**config.mk**
```make
export PLATFORM = sky130hd
export DESIGN_NAME = exu_muldiv_ctrl_flat
export DESIGN_NICKNAME = d
export VERILOG_FILES = /design/src/rtl/exu_muldiv_ctrl_if.sv /design/src/rtl/exu_muldiv_ctrl.sv /design/src/flat_wrapper.sv
export SDC_FILE = /design/constraint.sdc
export NUM_CORES = 1
export LEC_CHECK = 0
export CORE_MARGIN = 3
export CORE_UTILIZATION = 40
export CTS_CLUSTER_DIAMETER = 100
export DETAILED_ROUTE_END_ITERATION = 10
export MAX_ROUTING_LAYER = met4
export RECOVER_POWER = 100
export SLEW_MARGIN = 20
export SYNTH_ARGS = -nofsm -noshare
export SYNTH_HDL_FRONTEND = slang
export SYNTH_SLANG_ARGS = --single-unit
```
**constraint.sdc**
```tcl
create_clock -name clk -period 7 [get_ports clk]
set_input_delay 1.05 -clock clk [delete_from_list [all_inputs] [get_ports clk]]
set_output_delay 1.05 -clock clk [all_outputs]
set_load 0.01 [all_outputs]
```
**src/rtl/exu_muldiv_ctrl_if.sv**
```systemverilog
// Handshake and operand bundle between the execute stage and the multiply/divide sequencer.
// The pipeline side uses the master modport and the sequencer uses the slave modport.
interface exu_muldiv_ctrl_if #(
    parameter int XLEN           = 32,
    parameter int XREG_ADDRWIDTH = 5
);
    logic                      start_in;
    logic [2:0]                func3_in;
    logic [XLEN-1:0]           rs1_in;
    logic [XLEN-1:0]           rs2_in;
    logic [XREG_ADDRWIDTH-1:0] rd_addr_in;
    logic                      flush_in;
    logic                      busy_out;
    logic                      done_out;
    logic [XLEN-1:0]           rd_out;
    logic                      rd_en_out;
    logic [XREG_ADDRWIDTH-1:0] rd_addr_out;

    modport master (
        output start_in, func3_in, rs1_in, rs2_in, rd_addr_in, flush_in,
        input  busy_out, done_out, rd_out, rd_en_out, rd_addr_out
    );

    modport slave (
        input  start_in, func3_in, rs1_in, rs2_in, rd_addr_in, flush_in,
        output busy_out, done_out, rd_out, rd_en_out, rd_addr_out
    );
endinterface

```
**src/rtl/exu_muldiv_ctrl.sv**
```systemverilog
// Iterative RV32M sequencer: 32-step shift-add multiply or restoring divide on operand magnitudes,
// with the sign fixed up on the final step and a one-cycle write-back strobe.
module exu_muldiv_ctrl #(
    parameter int XLEN           = 32,
    parameter int XREG_ADDRWIDTH = 5
) (
    input logic              clk,
    input logic              rst,
    exu_muldiv_ctrl_if.slave bus
);
    localparam int CNT_W = $clog2(XLEN);
    localparam logic [2:0] F_MUL = 3'b000;
    localparam logic [2:0] F_MULH = 3'b001;
    localparam logic [2:0] F_MULHSU = 3'b010;
    localparam logic [2:0] F_DIV = 3'b100;
    localparam logic [2:0] F_REM = 3'b110;

    typedef enum logic [1:0] {
        S_IDLE,
        S_CALC,
        S_DONE
    } state_e;

    state_e                    state_q, state_d;
    logic [CNT_W-1:0]          cnt_q, cnt_d;
    logic [2:0]                func3_q, func3_d;
    logic [XREG_ADDRWIDTH-1:0] rd_addr_q, rd_addr_d;
    logic [XLEN-1:0]           opnd_q, opnd_d;
    logic [2*XLEN-1:0]         acc_q, acc_d;
    logic                      neg_q, neg_d;
    logic [XLEN-1:0]           rd_q, rd_d;

    logic            sign_a, sign_b, a_signed, b_signed, is_div_in, div_ovf;
    logic [XLEN-1:0] mag_a, mag_b;
    logic [XLEN:0]   mul_sum, div_trial;
    logic [2*XLEN-1:0] step_acc, prod;
    logic [XLEN-1:0] quo, rem, result;

    always_ff @(posedge clk) begin
        if (rst) begin
            state_q   <= S_IDLE;
            cnt_q     <= '0;
            func3_q   <= '0;
            rd_addr_q <= '0;
            opnd_q    <= '0;
            acc_q     <= '0;
            neg_q     <= 1'b0;
            rd_q      <= '0;
        end else begin
            state_q   <= state_d;
            cnt_q     <= cnt_d;
            func3_q   <= func3_d;
            rd_addr_q <= rd_addr_d;
            opnd_q    <= opnd_d;
            acc_q     <= acc_d;
            neg_q     <= neg_d;
            rd_q      <= rd_d;
        end
    end

    // acc_q is {high product, multiplier} for multiply and {remainder, dividend/quotient} for divide.
    always_comb begin
        sign_a    = bus.rs1_in[XLEN-1];
        sign_b    = bus.rs2_in[XLEN-1];
        a_signed  = (bus.func3_in == F_MULH) || (bus.func3_in == F_MULHSU) ||
                    (bus.func3_in == F_DIV) || (bus.func3_in == F_REM);
        b_signed  = (bus.func3_in == F_MULH) || (bus.func3_in == F_DIV) || (bus.func3_in == F_REM);
        mag_a     = (a_signed && sign_a) ? -bus.rs1_in : bus.rs1_in;
        mag_b     = (b_signed && sign_b) ? -bus.rs2_in : bus.rs2_in;
        is_div_in = bus.func3_in[2];
        div_ovf   = is_div_in && !bus.func3_in[0] &&
                    (bus.rs1_in == {1'b1, {(XLEN-1){1'b0}}}) && (bus.rs2_in == '1);

        mul_sum   = {1'b0, acc_q[2*XLEN-1:XLEN]} + (acc_q[0] ? {1'b0, opnd_q} : '0);
        div_trial = {acc_q[2*XLEN-1:XLEN], acc_q[XLEN-1]} - {1'b0, opnd_q};
        if (!func3_q[2])
            step_acc = {mul_sum, acc_q[XLEN-1:1]};
        else if (div_trial[XLEN])
            step_acc = {acc_q[2*XLEN-2:0], 1'b0};
        else
            step_acc = {div_trial[XLEN-1:0], acc_q[XLEN-2:0], 1'b1};

        prod = neg_q ? -step_acc : step_acc;
        quo  = neg_q ? -step_acc[XLEN-1:0] : step_acc[XLEN-1:0];
        rem  = neg_q ? -step_acc[2*XLEN-1:XLEN] : step_acc[2*XLEN-1:XLEN];
        if (func3_q[2])
            result = func3_q[1] ? rem : quo;
        else if (func3_q == F_MUL)
            result = prod[XLEN-1:0];
        else
            result = prod[2*XLEN-1:XLEN];

        state_d   = state_q;
        cnt_d     = cnt_q;
        func3_d   = func3_q;
        rd_addr_d = rd_addr_q;
        opnd_d    = opnd_q;
        acc_d     = acc_q;
        neg_d     = neg_q;
        rd_d      = rd_q;

        if (bus.flush_in) begin
            state_d = S_IDLE;
        end else begin
            case (state_q)
                S_IDLE: begin
                    if (bus.start_in) begin
                        func3_d   = bus.func3_in;
                        rd_addr_d = bus.rd_addr_in;
                        cnt_d     = '0;
                        case (bus.func3_in)
                            F_MULH, F_DIV: neg_d = sign_a ^ sign_b;
                            F_MULHSU, F_REM: neg_d = sign_a;
                            default: neg_d = 1'b0;
                        endcase
                        if (is_div_in && (bus.rs2_in == '0)) begin
                            state_d = S_DONE;
                            rd_d    = bus.func3_in[1] ? bus.rs1_in : '1;
                        end else if (div_ovf) begin
                            state_d = S_DONE;
                            rd_d    = bus.func3_in[1] ? '0 : bus.rs1_in;
                        end else begin
                            state_d = S_CALC;
                            opnd_d  = is_div_in ? mag_b : mag_a;
                            acc_d   = {{XLEN{1'b0}}, is_div_in ? mag_a : mag_b};
                        end
                    end
                end
                S_CALC: begin
                    acc_d = step_acc;
                    cnt_d = cnt_q + 1'b1;
                    if (cnt_q == CNT_W'(XLEN-1)) begin
                        state_d = S_DONE;
                        rd_d    = result;
                    end
                end
                default: state_d = S_IDLE;
            endcase
        end
    end

    assign bus.busy_out    = (state_q == S_CALC) ||
                             ((state_q == S_IDLE) && bus.start_in && !bus.flush_in);
    assign bus.done_out    = (state_q == S_DONE) && !bus.flush_in;
    assign bus.rd_en_out   = bus.done_out;
    assign bus.rd_out      = rd_q;
    assign bus.rd_addr_out = rd_addr_q;
endmodule

```
**src/flat_wrapper.sv**
```systemverilog
// flat-port wrapper written by rule: the top's interface ports become plain ports
module exu_muldiv_ctrl_flat 
#(
    parameter int XLEN           = 32,
    parameter int XREG_ADDRWIDTH = 5
)
  (clk, rst, bus_start_in, bus_func3_in, bus_rs1_in, bus_rs2_in, bus_rd_addr_in, bus_flush_in, bus_busy_out, bus_done_out, bus_rd_out, bus_rd_en_out, bus_rd_addr_out);
  exu_muldiv_ctrl_if #(.XLEN(XLEN), .XREG_ADDRWIDTH(XREG_ADDRWIDTH)) bus_i ();
  input logic clk;
  input logic rst;
  input wire logic [$bits(bus_i.start_in)-1:0] bus_start_in;
  input wire logic [$bits(bus_i.func3_in)-1:0] bus_func3_in;
  input wire logic [$bits(bus_i.rs1_in)-1:0] bus_rs1_in;
  input wire logic [$bits(bus_i.rs2_in)-1:0] bus_rs2_in;
  input wire logic [$bits(bus_i.rd_addr_in)-1:0] bus_rd_addr_in;
  input wire logic [$bits(bus_i.flush_in)-1:0] bus_flush_in;
  output wire logic [$bits(bus_i.busy_out)-1:0] bus_busy_out;
  output wire logic [$bits(bus_i.done_out)-1:0] bus_done_out;
  output wire logic [$bits(bus_i.rd_out)-1:0] bus_rd_out;
  output wire logic [$bits(bus_i.rd_en_out)-1:0] bus_rd_en_out;
  output wire logic [$bits(bus_i.rd_addr_out)-1:0] bus_rd_addr_out;
  assign bus_i.start_in = bus_start_in;
  assign bus_i.func3_in = bus_func3_in;
  assign bus_i.rs1_in = bus_rs1_in;
  assign bus_i.rs2_in = bus_rs2_in;
  assign bus_i.rd_addr_in = bus_rd_addr_in;
  assign bus_i.flush_in = bus_flush_in;
  assign bus_busy_out = bus_i.busy_out;
  assign bus_done_out = bus_i.done_out;
  assign bus_rd_out = bus_i.rd_out;
  assign bus_rd_en_out = bus_i.rd_en_out;
  assign bus_rd_addr_out = bus_i.rd_addr_out;
  exu_muldiv_ctrl #(.XLEN(XLEN), .XREG_ADDRWIDTH(XREG_ADDRWIDTH)) u_core (.clk(clk), .rst(rst), .bus(bus_i));
endmodule
```
==> run metrics, run 1 <==
status complete, but fails checks; violated checks capacitance limit, slew limit; number of global-route vias before repair approximately 18000; Startpoint Class input port; share of cells above drive strength 1 0.0559; number of gates resized after cts 0; setup bufs post-CTS 0; sequential share of the synthesized area 0.173; Max Clock Skew 0.0156 ns; cell count after synthesis ~2400; total power about 3.1 mW; Pre-antenna DRT Iters 6; Congestion Overflow GR 0; Worst-Skew Late Latency between 0.4 and 0.5 ns; Total GRT Usage 0.353; max_cap viols 4; final slew viol count roughly 220; setup ws final 0.324 ns; ANT nets after route 0; crit path kind input port to flop; Crit path arrival time around 7 ns; RSZ-0062 raised after global routing false; pin count of the biggest net entering global routing 89; final WL roughly 78 mm; worst-path maximum fanout 36; delay-heaviest family, CP simple AND/OR/NAND/NOR gates; area leader, netlist dfxtp_1; Worst Tran Pin Value between 3 and 4 ns; Vias/cell 6.56; CP peak stage delay 0.74 ns; Synth Area per Inst about 7 um^2; Root Driver clkbuf_16; multi-input logic area about 0.013 mm^2; H-Tree Depth 4; Final period util 0.954; Mapped Nets 2533; Crit. End Element flop; Initial Util 0.407; count leader, synth nand2_1; Top FF cell, synth dfxtp_1; Synth area leaders dfxtp_1, a21oi_1, nand2_1, nor2_1, ha_1; fmax 150 MHz; final-stage net count 2550; CORE AREA slightly above 0.04 mm^2; largest buffer count on any clock path 2; asr flop ratio synth 0; Slew headroom -1.17; Post-CTS Hold Buffers 0; first-pass GRT wire length 115 mm; fin crit period 6.68 ns; Placer Congestion 1.04; layout overhead on the synthesized area 13.0%; Die Y-Extent roughly 210 um; vias post-DR about 19000; CTS buffer count 17; CTS tree built; filler cell count roughly 4200; Crit path top cell by count nor4_1; CTS sink count 144; DRT iter0 DRCs approximately 2400; die area between 0.04 and 0.05 mm^2; Synth warnings 0; CTS clk-pin slew, worst paths 0.07 ns; CP cell instances dlygate4sd3_1, inv_1, ha_1, nand3_1, or3_1, nor3_1, and3_1, clkbuf_1, a21o_1, o21ai_0, or4_1, clkbuf_2, nor2_1, nand2_1, nor4_1, nor4_1; Hold Vio Cnt, Final 0; Layout Cells excl Fill 2950; Worst Hold Class flop to flop; Wirelength per Cell approximately 26 um; Worst VDD drop 0.155 mV; dpl cell area 0.0183 mm^2; Slowest cell on crit path clkbuf_1; area share of the largest cell type after synthesis 0.173; power per cell area ~160 mW/mm^2; Storage cell area roughly 0.0029 mm^2; detailed placement HPWL a little over 60 mm; Placed Cells approximately 2900; buffers and inverters on the worst path 4; io pins 116; final setup TNS 0 ns; row count 74; CP Data Required Time 7.23 ns; Port Buf Inserts around 120; EDFF count, synth 0; FF+latch count, synth between 100 and 150; DRC Markers 0; die width 210 um; total leakage power 7.06 nW; Post-Place Setup Slack between 0.7 and 0.8 ns; post-route cell area 0.0189 mm^2; synth unique cells about 100; setup violators final 0; number of antenna violations at the first check in global routing 6; Mapped Area 0.0167 mm^2; most frequent cells after synthesis nand2_1, nor2_1, a21oi_1
==> area by class of cell <==
type,count,share of cell area
Tap cell,532,0.0352
Sequential cell,144,0.153
Timing Repair Buffer,163,0.0782
Inverter,65,0.0129
Multi-Input combinational cell,2010,0.685
Clock buffer,23,0.0258
Antenna cell,4,0.000530
Clock inverter,9,0.00941
==> flip-flops by register name, summed over array words and instances, names as in the netlist <==
signal,flops
u_core.state_q,2
u_core.acc_q,64
u_core.cnt_q,5
u_core.opnd_q,32
u_core.bus.rd_addr_out,5
u_core.bus.rd_out,32
u_core.func3_q,3
u_core.neg_q,1
==> path summary, 6_finish.rpt <==
kind | from | depth (start not counted) | to | slack [ns]
setup / recovery | bus_rs2_in[0] | 16 | u_core.bus.rd_out[6] | 0.32
hold reg to reg | u_core.bus.rd_addr_out[0] | 2 | u_core.bus.rd_addr_out[0] | 0.45
hold / removal | u_core.bus.rd_addr_out[0] | 2 | u_core.bus.rd_addr_out[0] | 0.45
setup reg to reg | u_core.opnd_q[11] | 20 | u_core.bus.rd_out[30] | 0.47
==> where the power goes <==
part | total (mW) | internal, mW | leakage, nW | switching, mW
clock | 1.09 | 0.670 | 0.327 | 0.419
combinational | 1.12 | 0.374 | 5.56 | 0.741
sequential | 0.907 | 0.854 | 1.17 | 0.0536
total | 3.11 | 1.90 | 7.06 | 1.21
==> worst register-to-register path: cells and delay by family, from the launching register on <==
family	cells	cell delay (ns)
simple gates	6	2.01
buf+inv	3	0.34
xor+xnor	1	0.17
flops	1	0.42
compound gates	8	2.87
fa+ha+maj	2	0.57
==> layout by cell type (no fill, tap or decap), drive strengths merged, types with 58 or more instances in the layout <==
cell type      count
xor2              70
clkdlybuf4s50     72
ha                71
xnor2             95
nand2            258
nor3              92
mux2i             58
o211ai            77
o21ai            163
dfxtp            144
inv               64
nor2             244
a21oi            199
==> logic make-up (layout without fill, tap and decap cells) <==
| kind of cell | Yosys count | after routing | synth area share |
|---|---|---|---|
| multiplexers | 71 | 71 | 0.0449 |
| XOR/XNOR | 165 | 165 | 0.0865 |
| adder cells (fa/ha/maj) | 101 | 101 | 0.0723 |
| flip-flops | 144 | 144 | 0.173 |
| other | 0 | 4 | 0 |
| AO/OA/AOI/OAI | 756 | 756 | 0.302 |
| buffers and inverters | 230 | 260 | 0.0546 |
| AND/OR/NAND/NOR | 917 | 917 | 0.267 |
==> layer usage <==
| layer | GRT usage | vias to the layer above | wire length, um |
|---|---|---|---|
| met4 | 0.183 | 0 | 4460 |
| li1 | - | 8854 | - |
| met2 | 0.499 | 1080 | 32500 |
| met5 | - | - | 0 |
| met3 | 0.0729 | 192 | 7550 |
| met1 | 0.474 | 9219 | 33500 |
==> through the flow <==
stage	utilization	hold slack (ns)
floorplan	-	0.440
global placement	0.445	0.443
detailed placement	0.445	0.449
CTS	0.461	0.459
global route	0.460	0.489
finish	0.460	0.453
Power figures use the tool's default switching activity.
==> inputs of run 2 (changes only) <==
--- a/config.mk
+++ b/config.mk
@@ -5,6 +5,7 @@
 export SDC_FILE = /design/constraint.sdc
 export NUM_CORES = 1
 export LEC_CHECK = 0
+export ABC_AREA = 1
 export CORE_MARGIN = 3
 export CORE_UTILIZATION = 40
 export CTS_CLUSTER_DIAMETER = 100
==> run 2 against run 1 <==
  * Total power down 5.0%
  * Non-clock buffer count decreased by 17
  * Count of clock-buffer cells in the layout fell by 5
  * Clock skew increased by 0.0013 ns
  * Highest routed layer unchanged
  * The run still ends with capacitance limit, slew limit left
  * Clock power shrank 13%
  * Critical path depth fell by 10
  * Final cell count increased by 38%
  * First-iteration DRC count is 13% higher
==> run metrics, run 2 <==
status complete, but fails checks; violated checks capacitance limit, slew limit; Antenna Diode Count 0 (-4); Hold Path Stages 2 (unchanged); CTS sink count 144 (unchanged); fin crit period 5.66 ns (-1.01 ns); Worst Hold Class flop to flop; worst-path maximum fanout 75 (+110%); Vias/cell 5.67 (-13%); Pre-antenna DRT Iters 8 (+2); DRT iter0 DRCs 2700 (+13%); fmax 177 MHz (+18%); Crit. End Element output pin; Largest register FFs 64 (unchanged); buffers and inverters on the worst path 4 (unchanged); CP cell instances nor2_4, buf_4, clkinv_1, clkbuf_1, nand2_1, dlygate4sd3_1; row count 77 (+4.1%); Worst Tran Pin Value 2.91 ns (-0.347 ns); Root Driver clkbuf_16; vias post-DR 23000 (+19%); setup ws final 1.34 ns (+1.01 ns); die width 220 um (+4.8%); FF+latch count, synth 144 (unchanged); CP Data Required Time 5.95 ns (-1.28 ns); reg2reg path depth 10 (-50%); total power 2.95 mW (-5.0%); CORE AREA 0.0448 mm^2 (+9.2%); Post-Place Setup Slack 1.97 ns (+1.22 ns); area share of the largest cell type after synthesis 0.214 (+0.0414); Hold Vio Cnt, Final 0 (unchanged); reg2reg start u_core.state_q[1]; Mapped Area 0.0184 mm^2 (+10%); final slew viol count 249 (+15%); dpl cell area 0.0199 mm^2 (+9.1%); cell count after synthesis 3427 (+44%); Synth warnings 0 (unchanged); Max Clock Skew 0.0169 ns (+0.00129 ns); setup violators final 0 (unchanged); Crit path arrival time 4.61 ns (-2.30 ns); CP peak stage delay 2.05 ns (+1.31 ns); CTS tree built; setup bufs post-CTS 0 (unchanged); final setup TNS 0 ns (unchanged); ANT nets after route 0 (unchanged); share of cells above drive strength 1 0.0407 (-0.0152); pin count of the biggest net entering global routing 78 (-12%); total leakage power 10.3 nW (+46%); synth unique cells 55 (-46%); asr flop ratio synth 0 (unchanged); Synth Area in XOR/XNOR 0.0495 (-0.0370); reg2reg end u_core.bus.rd_out[14]; Worst VDD drop 0.135 mV (-12%); most frequent cells after synthesis nand2_1, inv_1, nor2_1; most frequent cells in the layout nand2_1, inv_1, nor2_1; RSZ-0062 raised after global routing false; area leader, netlist nand2_1; Startpoint Class flop; Slowest cell on crit path clkbuf_1; delay-heaviest family, CP buffers and inverters; Hold EP u_core.bus.rd_out[24]; Synth Area per Inst 5.36 um^2 (-23%); CTS buffer count 17 (unchanged); Wirelength per Cell 21.9 um (-17%); post-synthesis compound-gate area fraction 0.182 (-0.121); final WL 88.7 mm (+14%); commonest non-fill, non-tap cell in the layout nand2_1; Post-Synth Simple-Gate Area 0.436 (+0.169); filler cell count 4969 (+18%); Synth area leaders nand2_1, dfxtp_1, inv_1, nand3_1, nor2_1; Congestion Overflow GR 0 (unchanged); max_cap viols 5 (+1); first-pass GRT wire length 131 mm (+14%); power per cell area 145 mW/mm^2 (-12%); Port Buf Inserts 115 (unchanged); Slew headroom -0.940 (+0.231); Initial Util 0.410 (+0.00306); Placer Congestion 1.10 (+5.2%); Final period util 0.809 (-0.145); Die Y-Extent 220 um (+4.8%); largest family of logic cells by synthesized area simple AND/OR/NAND/NOR gates; io pins 116 (unchanged); Total GRT Usage 0.373 (+0.0201); final-stage net count 3601 (+41%); post-route cell area 0.0204 mm^2 (+8.3%); post-synthesis mux area share 0.000544 (-0.0443); Placed Cells 4025 (+38%); die area 0.0486 mm^2 (+9.8%); adder-cell share of the synthesized area 0.0505 (-0.0218); CTS clk-pin slew, worst paths 0.06 ns (about the same); number of global-route vias before repair 21100 (+20%); Critical Path Stages 6 (-10); hold slack 0.462 ns (+0.00907 ns); Finished Core Util 0.456 (-0.00402); Mapped Nets 3576 (+41%); Post-CTS Hold Buffers 0 (unchanged); largest buffer count on any clock path 2 (unchanged); HP Start u_core.bus.rd_out[24]; EDFF count, synth 0 (unchanged); flop2flop setup slack 1.46 ns (+0.99 ns); layout overhead on the synthesized area 11.2%; DRC Markers 0 (unchanged); count leader, synth nand2_1; Worst-Skew Late Latency 0.50 ns (+0.02 ns); detailed placement HPWL 71.2 mm (+16%); Top reg by flops u_core.acc_q; number of gates resized after cts 0 (unchanged); crit path kind flop to output pin; H-Tree Depth 4 (unchanged); Top FF cell, synth dfxtp_1; number of antenna violations at the first check in global routing 0 (-6); Layout Cells excl Fill 4057 (+38%); sequential share of the synthesized area 0.157 (-0.0157)
run 2: cell count changes after synthesis, sizes merged, moves of 35 or more:
cell	previous run	this run
and2	47	2
nor3	92	36
o211ai	77	28
nand3	54	295
mux2i	58	1
a211oi	39	4
o21ai	163	250
nor2	244	398
xnor2	95	25
nand2	258	1083
or3	36	1
a21oi	199	252
inv	64	449
run 2: final cells by class:
class                      count  area (um^2)  share of cell area
tap                          592          741              0.0362
clock inverter                14          121             0.00594
multi-input combinational   2692        13200               0.646
sequential                   144         2890               0.141
inverter                     451         1690              0.0828
timing repair buffer         146         1350              0.0660
clock buffer                  18          439              0.0215
run 2: worst max path at each step:
stage / from / to / slack, ns
2_1_floorplan: u_core.acc_q[31] / u_core.bus.rd_out[26] / 3.28
3_3_place_gp: bus_func3_in[1] / u_core.opnd_q[22] / 2.00
3_5_place_dp: u_core.acc_q[31] / u_core.bus.rd_out[2] / 1.97
4_1_cts: u_core.acc_q[31] / u_core.bus.rd_out[2] / 1.94
5_1_grt: u_core.state_q[1] / u_core.bus.rd_out[30] / 0.90
6_report: u_core.state_q[1] / bus_busy_out / 1.34
run 2: cells by family after synthesis:
| group | after synthesis |
|---|---|
| flops | 144 |
| compound gates | 614 |
| fa+ha+maj | 73 |
| buf+inv | 591 |
| simple gates | 1900 |
| mux | 1 |
| xor+xnor | 104 |
run 2: where the power goes:
part / internal [mW] / leakage (nW) / switching [mW]
clock: 0.474 / 0.283 / 0.469
sequential: 0.855 / 1.18 / 0.0345
combinational: 0.329 / 8.83 / 0.793
total: 1.66 / 10.3 / 1.30
run 2: layer usage:
layer | track usage | wire [um]
met1 | 0.445 | 35100
met2 | 0.582 | 39600
met3 | 0.0639 | 7210
met4 | 0.242 | 6840
met5 | - | 0
run 2: tightest hold or removal path, cell delays in order (launching register included):
cell	delay, ns
dfxtp_1	0.31
nand2_1	0.06
a21oi_1	0.05
